**config.mk**
```make
export PLATFORM = sky130hd
export DESIGN_NAME = fetch_stage
export DESIGN_NICKNAME = d
export VERILOG_FILES = /design/src/rtl/mips_pkg.sv /design/src/rtl/npc_unit.sv /design/src/rtl/fetch_stage.sv
export SDC_FILE = /design/constraint.sdc
export NUM_CORES = 1
export LEC_CHECK = 0
export BUFFER_PORTS_ARGS = -buffer_cell sky130_fd_sc_hd__buf_2
export CAP_MARGIN = 0
export CORE_MARGIN = 3
export CORE_UTILIZATION = 25
export DETAILED_ROUTE_END_ITERATION = 12
export GPL_TIMING_DRIVEN = 0
export PLACE_DENSITY = 0.5
export SLEW_MARGIN = 10
export SYNTH_ARGS = -nofsm -noshare
export SYNTH_HDL_FRONTEND = slang
export SYNTH_SLANG_ARGS = --single-unit
```
**constraint.sdc**
```tcl
create_clock -name clk -period 4.75 [get_ports clk]
set_clock_uncertainty 0.1 [all_clocks]
set_input_delay 0.7125 -clock clk [delete_from_list [all_inputs] [get_ports clk]]
set_output_delay 0.7125 -clock clk [all_outputs]
set_load 0.01 [all_outputs]
```
**src/rtl/mips_pkg.sv**
```systemverilog
// ============================================================================
// Module   : mips_pkg
// Purpose  : Shared constants and types for the five-stage MIPS core.
// Revision : 1.0
// ============================================================================
`default_nettype none

package mips_pkg;

  localparam logic [31:0] PC_RESET_DEFAULT = 32'h0000_3000;
  localparam logic [31:0] NOP_WORD         = 32'h0000_0000;

  // Primary opcodes (ins[31:26])
  localparam logic [5:0] OP_RTYPE = 6'h00;
  localparam logic [5:0] OP_J     = 6'h02;
  localparam logic [5:0] OP_JAL   = 6'h03;
  localparam logic [5:0] OP_BEQ   = 6'h04;
  localparam logic [5:0] OP_ORI   = 6'h0D;
  localparam logic [5:0] OP_LUI   = 6'h0F;
  localparam logic [5:0] OP_LW    = 6'h23;
  localparam logic [5:0] OP_SW    = 6'h2B;

  // R-type function codes (ins[5:0])
  localparam logic [5:0] FUNCT_SLL  = 6'h00;
  localparam logic [5:0] FUNCT_JR   = 6'h08;
  localparam logic [5:0] FUNCT_ADDU = 6'h21;
  localparam logic [5:0] FUNCT_SUBU = 6'h23;
  localparam logic [5:0] FUNCT_SLT  = 6'h2A;

  typedef enum logic [1:0] {
    SEQ = 2'd0,
    BR  = 2'd1,
    J   = 2'd2,
    JR  = 2'd3
  } npc_sel_t;

endpackage

`default_nettype wire

```
**src/rtl/npc_unit.sv**
```systemverilog
// ============================================================================
// Module   : npc_unit
// Purpose  : Next-PC target computation and jr > jump > branch > seq select.
// Revision : 1.0
// ============================================================================
`default_nettype none

module npc_unit
  import mips_pkg::*;
(
  input  logic [31:0] pc,
  input  logic [31:0] pc_d,
  input  logic [25:0] instr_index,
  input  logic        branch_taken,
  input  logic        jump,
  input  logic        jr_sel,
  input  logic [31:0] jr_target,
  output logic [31:0] npc,
  output logic [31:0] pc8_d
);

  logic [31:0] w_pc_seq;
  logic [31:0] w_pc_d4;
  logic [31:0] w_br_offset;
  logic [31:0] w_br_target;
  logic [31:0] w_j_target;
  npc_sel_t    w_sel;

  assign w_pc_seq    = pc + 32'd4;
  assign w_pc_d4     = pc_d + 32'd4;
  assign pc8_d       = pc_d + 32'd8;
  assign w_br_offset = {{14{instr_index[15]}}, instr_index[15:0], 2'b00};
  assign w_br_target = w_pc_d4 + w_br_offset;
  assign w_j_target  = {w_pc_d4[31:28], instr_index, 2'b00};

  // Illegal multi-redirect combinations resolve by this fixed priority.
  always_comb begin
    w_sel = SEQ;
    if (jr_sel)            w_sel = JR;
    else if (jump)         w_sel = J;
    else if (branch_taken) w_sel = BR;
  end

  always_comb begin
    npc = w_pc_seq;
    case (w_sel)
      JR:      npc = jr_target;
      J:       npc = w_j_target;
      BR:      npc = w_br_target;
      default: npc = w_pc_seq;
    endcase
  end

endmodule

`default_nettype wire

```
**src/rtl/fetch_stage.sv**
```systemverilog
// ============================================================================
// Module   : fetch_stage
// Purpose  : PC register, instruction fetch and IF/ID pipeline register.
// Revision : 1.0
// ============================================================================
`default_nettype none

module fetch_stage
  import mips_pkg::*;
#(
  parameter logic [31:0] PC_RESET = PC_RESET_DEFAULT
) (
  input  logic        clk,
  input  logic        rst_n,
  input  logic        stall,
  input  logic        branch_taken,
  input  logic        jump,
  input  logic        jr_sel,
  input  logic [31:0] jr_target,
  input  logic [31:0] imem_rdata,
  output logic [31:0] imem_addr,
  output logic [31:0] ins_d,
  output logic [31:0] pc_d,
  output logic [31:0] pc8_d,
  output logic        adel_d
);

  logic [31:0] r_pc;
  logic [31:0] r_ins_d;
  logic [31:0] r_pc_d;
  logic        r_adel_d;
  logic [31:0] w_npc;

  // Targets come from the ID-stage registers, never from the word in fetch.
  npc_unit u_npc_unit (
    .pc           (r_pc),
    .pc_d         (r_pc_d),
    .instr_index  (r_ins_d[25:0]),
    .branch_taken (branch_taken),
    .jump         (jump),
    .jr_sel       (jr_sel),
    .jr_target    (jr_target),
    .npc          (w_npc),
    .pc8_d        (pc8_d)
  );

  // A stalled ID instruction keeps its redirect alive until the stall drops.
  always_ff @(posedge clk or negedge rst_n) begin
    if (!rst_n) begin
      r_pc     <= PC_RESET;
      r_ins_d  <= NOP_WORD;
      r_pc_d   <= 32'h0000_0000;
      r_adel_d <= 1'b0;
    end else if (!stall) begin
      r_pc     <= w_npc;
      r_ins_d  <= imem_rdata;
      r_pc_d   <= r_pc;
      r_adel_d <= (r_pc[1:0] != 2'b00);
    end
  end

  assign imem_addr = r_pc;
  assign ins_d     = r_ins_d;
  assign pc_d      = r_pc_d;
  assign adel_d    = r_adel_d;

endmodule

`default_nettype wire

```
==> summary.txt, run 1 <==
Drt
  • DRT antenna net count: 0
  • Via count: 7582
  • Vias/cell: 5.21
  • First-pass iteration count of the detailed router: 5
  • Starting DRC count in detailed routing: 636
  • Routed wire length per instance: 22.4 um
  • DRC Markers: 0
  • WL final: 32600 um

Layout
  • Layout area overhead: 24.3%
  • Ant diodes: 0
  • Util after Layout: 32.1%
  • Fin nets: 1174
  • Register area: 2430 um2
  • Fill cells: 3153
  • Layout cells sized above 1: 29.7%
  • Multi-input logic area: 4820 um2

Global route
  • Pin count of the biggest net entering global routing: 71
  • Gr ovfl total: 0
  • Initial antenna violation count: 0
  • Overall routing resource usage: 19.5%
  • First-pass GRT wire length: 48500 um
  • Number of global-route vias before repair: 7452

CTS
  • Clock root buffer master: clkbuf_16
  • H-tree levels: 3
  • Cts bufs inserted: 9
  • Worst-Skew Late Latency: 0.37 ns
  • Worst-path clk slew: 0.08 ns
  • CTS max path bufs: 2
  • Cts hold-fix bufs: 0
  • Clk sinks: 97
  • TritonCTS clock tree: done

Hold path
  • Hold Crit Class: primary input to async pin

STA
  • Fin crit period: 4.41 ns
  • RSZ-0062 raised after global routing: false
  • Setup TNS: 0 ns
  • Slew Limit Fails: 0
  • Final setup fails: 0
  • Max-slew headroom: 31.6%
  • FMAX: 227 MHz
  • Final Hold Vio Count: 0
  • Final period utilization: 92.9%
  • Worst-margin pin slew: 1.02 ns

Power
  • Clock network power share: 20.4%
  • Lkg Pwr: 4.09 nW
  • P_int: 2.05 mW
  • Power Dens Cells: 394 nW/um2
  • Sw frac: 44.5%
  • Total power: 3.70 mW
  • Sw power: 1.65 mW
  • Power share of the combinational group: 47.1%
  • Seq pwr share: 32.4%
  • VDD IR max: 0.209 mV

Floorplanning
  • Die Y: 180 um
  • Die Footprint: 32300 um2
  • Core ar.: 29200 um2
  • Num ports: 199
  • Rows: 62
  • Die X: 180 um
  • Starting density of the core: 25.8%

Yosys
  • Post-synth EDFFs: 0
  • Seq/Total Area, Yosys: 32.2%
  • Post-Syn Instances: 856
  • Register bit total from synthesis: 97
  • Synthesized net count: 965
  • Ys Warns: 0
  • FFs w/ async S/R, synth: 100%
  • Mapped Area: 7540 um2
  • Top FF cell, synth: dfrtp_1
  • Post-synthesis cell type count: 71
  • Syn avg cell area: 8.81 um2

Place
  • Dpl hpwl: 25600 um
  • Final GP Congestion: 0.905
  • Port Buffers: 196

Setup path
  • WP data required: 4.88 ns
  • Kind of cell adding the most delay to the critical path: compound AO/OA/AOI/OAI gates
  • WS Path Type: flop to flop
  • Setup crit end kind: flop
  • CP max stage delay: 0.53 ns
  • Critical-path maximum fanout: 6
  • Critical path arrival: 4.55 ns
  • Crit path cell chain: ha_1, and3_1, nand4_1, nand2b_1, xnor2_1, ha_1, a21o_1, a221oi_1, o31ai_1, a221oi_1, and2_1, o21ai_0, xnor2_1, o311ai_0
  • Slowest CP cell: dfrtp_2
  • Worst Path Buf+Inv: 0
  • CP Launch Type: flop

Status
  • Outcome: finished, final reports clean

Run
  • Maxcap violations: 0
[layer usage]
metal  wire, um  share of wire [%]  vias up  global-route usage [%]
li1           -                  -     3570                       -
met1      15000                 46     3667                    27.1
met2      15100                 46      315                    31.8
met3       2060                6.3       30                    3.74
met4        459                1.4        0                    3.50
met5          0                  0        -                       0
[metrics by stage]
step	area (um2)	setup WS, ns	hold WS, ns	std cells
2_1_floorplan	7540	1.08	0.317	856
3_3_place_gp	9000	-0.0867	0.372	1436
3_5_place_dp	9040	-0.00798	0.372	1437
4_1_cts	9330	0.0715	0.132	1453
5_1_grt	9380	0.0569	0.141	1454
6_report	9380	0.335	0.121	1454
[worst register-to-register path: stages (launching register included)]
cell	delay, ns
dfrtp_2	0.53
ha_1	0.26
and3_1	0.25
nand4_1	0.29
nand2b_1	0.35
xnor2_1	0.18
ha_1	0.36
a21o_1	0.24
a221oi_1	0.38
o31ai_1	0.20
a221oi_1	0.37
and2_1	0.21
o21ai_0	0.11
xnor2_1	0.14
o311ai_0	0.31
[cell usage after synthesis (all sizes together) (8+ instances only)]
library cell	count	area share, %
buf	21	2.0
clkbuf	28	1.4
ha	38	6.3
nor3	13	0.93
a211oi	9	0.90
a21oi	83	5.5
nand4	25	2.2
o22ai	9	0.75
o21ai	38	2.5
mux2	61	9.1
a221oi	9	1.0
a21o	20	2.0
inv	18	0.90
xor2	34	4.0
a31oi	8	0.66
nand2	68	3.4
and3	16	1.3
nand3	39	2.6
xnor2	44	5.2
dfrtp	95	32
nor2	75	3.7
[power by group through the flow]
stage / Clock, mW / Combinational (mW) / Sequential [mW]
final: 0.755 / 1.74 / 1.20
after CTS: 0.775 / 1.73 / 1.19
after global placement: 0 / 1.72 / 1.21
after floorplan: 0 / 1.06 / 1.19
after global routing: 0.807 / 1.91 / 1.22
after detailed placement: 0 / 1.71 / 1.21
[path summary, 6_finish.rpt]
kind	startpoint	end	slack [ns]	cells past startpoint
min in group clk	adel_d	adel_d	0.39	2
hold reg to reg	adel_d	adel_d	0.39	2
setup / recovery	pc_d[2]	imem_addr[29]	0.34	14
setup reg to reg	pc_d[2]	imem_addr[29]	0.34	14
max in group asynchronous	rst_n	imem_addr[13]	3.71	2
hold / removal	rst_n	pc_d[19]	0.12	1
[cells in the final DEF (no fill, tap or decap), types with 4 or more instances in the layout]
cell,count
buf_4,9
a221oi_1,9
xnor2_1,43
clkbuf_16,9
nor2_1,75
nand3_1,39
and4_1,6
and3_1,16
o22ai_1,9
o211ai_1,5
nor3_1,10
mux2_2,61
clkbuf_1,28
o31ai_1,6
buf_6,5
xor2_1,33
ha_1,38
a21o_1,20
and2_1,6
o21ai_0,38
o21bai_1,6
nand4_1,24
a211oi_1,9
a22oi_1,6
buf_2,203
inv_1,18
dfrtp_1,94
nand2_1,68
a21oi_1,83
o22a_1,4
a31oi_1,8
[sequential cells by signal, indices dropped and copies added (netlist names)]
signal / count
adel_d: 1
imem_addr: 32
ins_d: 32
pc_d: 32
[area by class of cell]
class	instances	area share (%)
clock buffer	10	2.44
multi-input combinational	690	51.4
sequential	97	25.9
clock inverter	6	0.614
timing repair buffer	198	10.9
inverter	19	0.761
buffer	50	2.83
tap	384	5.12
[what timing repair did]
item | in CTS | in global routing
endpoints found under the setup margin | 2 | 8
gates resized for setup | 3 | 7
pin swaps | 0 | 2
buffers inserted | 0 | 1
[logic make-up (layout without fill, tap and decap cells)]
family	Yosys count	in the layout	synth area share, %
XOR/XNOR	78	78	9.26
multiplexers	61	61	9.11
flip-flops	97	97	32.2
AO/OA/AOI/OAI	238	238	20.4
adder cells (fa/ha/maj)	39	39	6.57
buffers and inverters	69	283	4.45
AND/OR/NAND/NOR	274	274	18.0
Power figures use the tool's default switching activity.
==> run 2, diff against run 1 <==
--- a/config.mk
+++ b/config.mk
@@ -5,13 +5,13 @@
 export SDC_FILE = /design/constraint.sdc
 export NUM_CORES = 1
 export LEC_CHECK = 0
+export ABC_AREA = 1
 export BUFFER_PORTS_ARGS = -buffer_cell sky130_fd_sc_hd__buf_2
 export CAP_MARGIN = 0
-export CORE_MARGIN = 3
 export CORE_UTILIZATION = 25
 export DETAILED_ROUTE_END_ITERATION = 12
 export GPL_TIMING_DRIVEN = 0
-export PLACE_DENSITY = 0.5
+export PLACE_DENSITY = 0.49
 export SLEW_MARGIN = 10
 export SYNTH_ARGS = -nofsm -noshare
 export SYNTH_HDL_FRONTEND = slang
==> run 2 against run 1 <==
Final cell count up 41%. Cell area up 12%. Die area up 9.0%. Synthesized area up 14%. Synthesized cell count up 63%. Power down 8.5%. Maximum frequency down 4.0%. Critical path type unchanged. Largest power group unchanged. Utilization down 0.89 points. Sequential share of layout area down 2.8 points.
==> summary.txt, run 2 <==
Hold path
  • Hold Crit Class: primary input to async pin

CTS
  • Setup Buffers After CTS: 0
  • Number of gates resized after cts: 0
  • CTS max path bufs: 2
  • TritonCTS clock tree: done
  • Worst-Skew Late Latency: 0.37 ns
  • Worst-path clk slew: 0.08 ns
  • Clock root buffer master: clkbuf_16
  • Cts bufs inserted: 9
  • Cts hold-fix bufs: 0
  • Clk sinks: 97
  • H-tree levels: 3

Power
  • Power Dens Cells: 322 nW/um2
  • Lkg Pwr: 5.63 nW
  • VDD IR max: 0.165 mV

STA
  • Final setup fails: 0
  • Worst-margin pin slew: 0.900 ns
  • Final Hold Vio Count: 0
  • Final period utilization: 96.8%
  • Final worst slack: 0.150 ns
  • RSZ-0062 raised after global routing: false
  • FMAX: 217 MHz
  • Max-slew headroom: 39.4%
  • Fin crit period: 4.60 ns
  • Slew Limit Fails: 0
  • Setup TNS: 0 ns

Global route
  • Number of global-route vias before repair: 9312
  • Pin count of the biggest net entering global routing: 69
  • Initial antenna violation count: 0
  • Gr ovfl total: 0
  • First-pass GRT wire length: 58900 um
  • Overall routing resource usage: 22.6%

Setup path
  • Worst R2R Path Depth: 19
  • Setup crit end kind: flop
  • Crit path launch: pc_d[4]
  • Critical R2R Launch: pc_d[4]
  • WP data required: 4.95 ns
  • Critical-path maximum fanout: 6
  • CP endpoint: imem_addr[20]
  • WS Path Type: flop to flop
  • Flop-to-flop setup slack: 0.15 ns
  • RR Endpoint: imem_addr[20]
  • Critical path arrival: 4.80 ns
  • CP Launch Type: flop

Place
  • Dpl hpwl: 33300 um
  • Final GP Congestion: 0.954
  • Placed Cells: 2038
  • Post-place setup slack: 0.259 ns
  • Port Buffers: 197

Floorplanning
  • Die Y: 188 um
  • Die Footprint: 35200 um2
  • Starting density of the core: 25.5%
  • Core ar.: 33700 um2
  • Rows: 67
  • Num ports: 199
  • Die X: 188 um

Yosys
  • Main area contributors after synthesis: dfrtp_1 28%, nand2_1 22%, inv_1 8.2%, ha_1 5.5%, nand3_1 5.3%
  • Post-synthesis cell type count: 45
  • Post-synth EDFFs: 0
  • Top cell type's share of synthesized area: 27.6%
  • Top-count cell post-synth: nand2_1
  • Multiplexer area fraction after synthesis: 0.349%
  • Post-Synth Adder-Cell Area: 5.75%
  • Synthesized net count: 1501
  • XOR/XNOR share of the synthesized area: 4.98%
  • Post-Syn Instances: 1392
  • Synth Area in Simple Gates: 39.4%
  • Register bit total from synthesis: 97
  • Synth cell count leaders: 514 x nand2_1, 188 x inv_1, 118 x nor2_1, 95 x dfrtp_1, 91 x nand3_1
  • Top FF cell, synth: dfrtp_1
  • Seq/Total Area, Yosys: 28.2%
  • Combinational family with the most area after synthesis: simple AND/OR/NAND/NOR gates
  • Ys Warns: 0
  • Synth area leader: dfrtp_1
  • FFs w/ async S/R, synth: 100%
  • Mapped Area: 8610 um2
  • Syn avg cell area: 6.18 um2
  • Synth Area in Compound Gates: 11.0%

Layout
  • Layout area overhead: 22.0%
  • Ant diodes: 0
  • Most frequent cells in the layout: 514 x nand2_1, 203 x buf_2, 188 x inv_1, 118 x nor2_1, 95 x dfrtp_1
  • Fin nets: 1710
  • Commonest non-fill, non-tap cell in the layout: nand2_1
  • Final cell count without fillers: 2054
  • Layout cells sized above 1: 16.1%

Drt
  • Via count: 9806
  • DRT antenna net count: 0
  • WL final: 39700 um
  • First-pass iteration count of the detailed router: 5
  • Starting DRC count in detailed routing: 787
  • Routed wire length per instance: 19.3 um
  • Vias/cell: 4.77
  • DRC Markers: 0

Run
  • Maxcap violations: 0

Status
  • Outcome: finished, final reports clean
[run 2: cell count changes after synthesis, sizes merged, moves of 25 or more]
cell   change
nand2    +455
inv      +171
mux2      -61
nor2      +54
nand3     +53
o21ai     +37
xnor2     -37
a21oi     -25
[run 2: per-layer routing]
metal | GRT usage [%] | up-vias | wire [um]
met1 | 31.4 | 4537 | 18000
met3 | 3.63 | 43 | 2880
met2 | 35.5 | 396 | 17600
li1 | - | 4830 | -
met4 | 7.91 | 0 | 1280
met5 | 0 | - | 0
[run 2: layout make-up]
| type | count | area, um2 |
|---|---|---|
| Tap cell | 448 | 561 |
| Inverter | 189 | 709 |
| Clock inverter | 7 | 88.8 |
| Sequential cell | 97 | 2430 |
| Multi-Input combinational cell | 1066 | 5290 |
| Clock buffer | 9 | 225 |
| Buffer | 40 | 176 |
| Fill cell | 3866 | 23200 |
| Timing Repair Buffer | 198 | 1020 |
[run 2: worst min-delay path by stage]
stage | to | slack, ns | cells after the start
after floorplan | adel_d | 0.32 | 0
after global placement | ins_d[30] | 0.36 | 2
after detailed placement | ins_d[30] | 0.37 | 2
after CTS | pc_d[23] | 0.12 | 1
after global routing | pc_d[23] | 0.13 | 1
final | pc_d[23] | 0.11 | 1
[run 2: cells by family (layout without fill, tap and decap cells)]
| kind of cell | after synthesis | count (layout) |
|---|---|---|
| xor+xnor | 49 | 49 |
| fa+ha+maj | 39 | 39 |
| mux | 3 | 3 |
| buf+inv | 229 | 443 |
| flops | 97 | 97 |
| simple gates | 806 | 806 |
| compound gates | 169 | 169 |
[run 2: worst max-delay path: stages (launching register included)]
cell     delay, ns
dfrtp_1       0.50
ha_1          0.40
inv_1         0.18
nor2_8        0.18
nand2_4       0.11
nor2_1        0.16
nand2_1       0.10
xnor2_1       0.44
ha_1          0.36
a21oi_1       0.31
inv_1         0.07
nor2_1        0.15
nand3_1       0.21
nand2_1       0.11
nand2_1       0.07
nand2_1       0.10
nand2_1       0.05
o21ai_0       0.70
nand3_1       0.15
nand2_1       0.10
[run 2: through the flow]
step | power [mW] | hold slack (ns) | util [%] | area (um2)
after global placement | 2.57 | 0.363 | 30.1 | 10200
final | 3.38 | 0.111 | 31.2 | 10500
after CTS | 3.38 | 0.122 | 31.2 | 10500
after global routing | 3.60 | 0.133 | 31.2 | 10500
after floorplan | 1.94 | 0.317 | - | 8610
after detailed placement | 2.58 | 0.366 | 30.2 | 10200
[run 2: report_power, final]
group          internal (mW)  total [mW]  switching (mW)
clock network          0.419       0.798           0.379
logic                  0.475        1.44           0.962
registers              0.933        1.14           0.212
total                   1.83        3.38            1.55
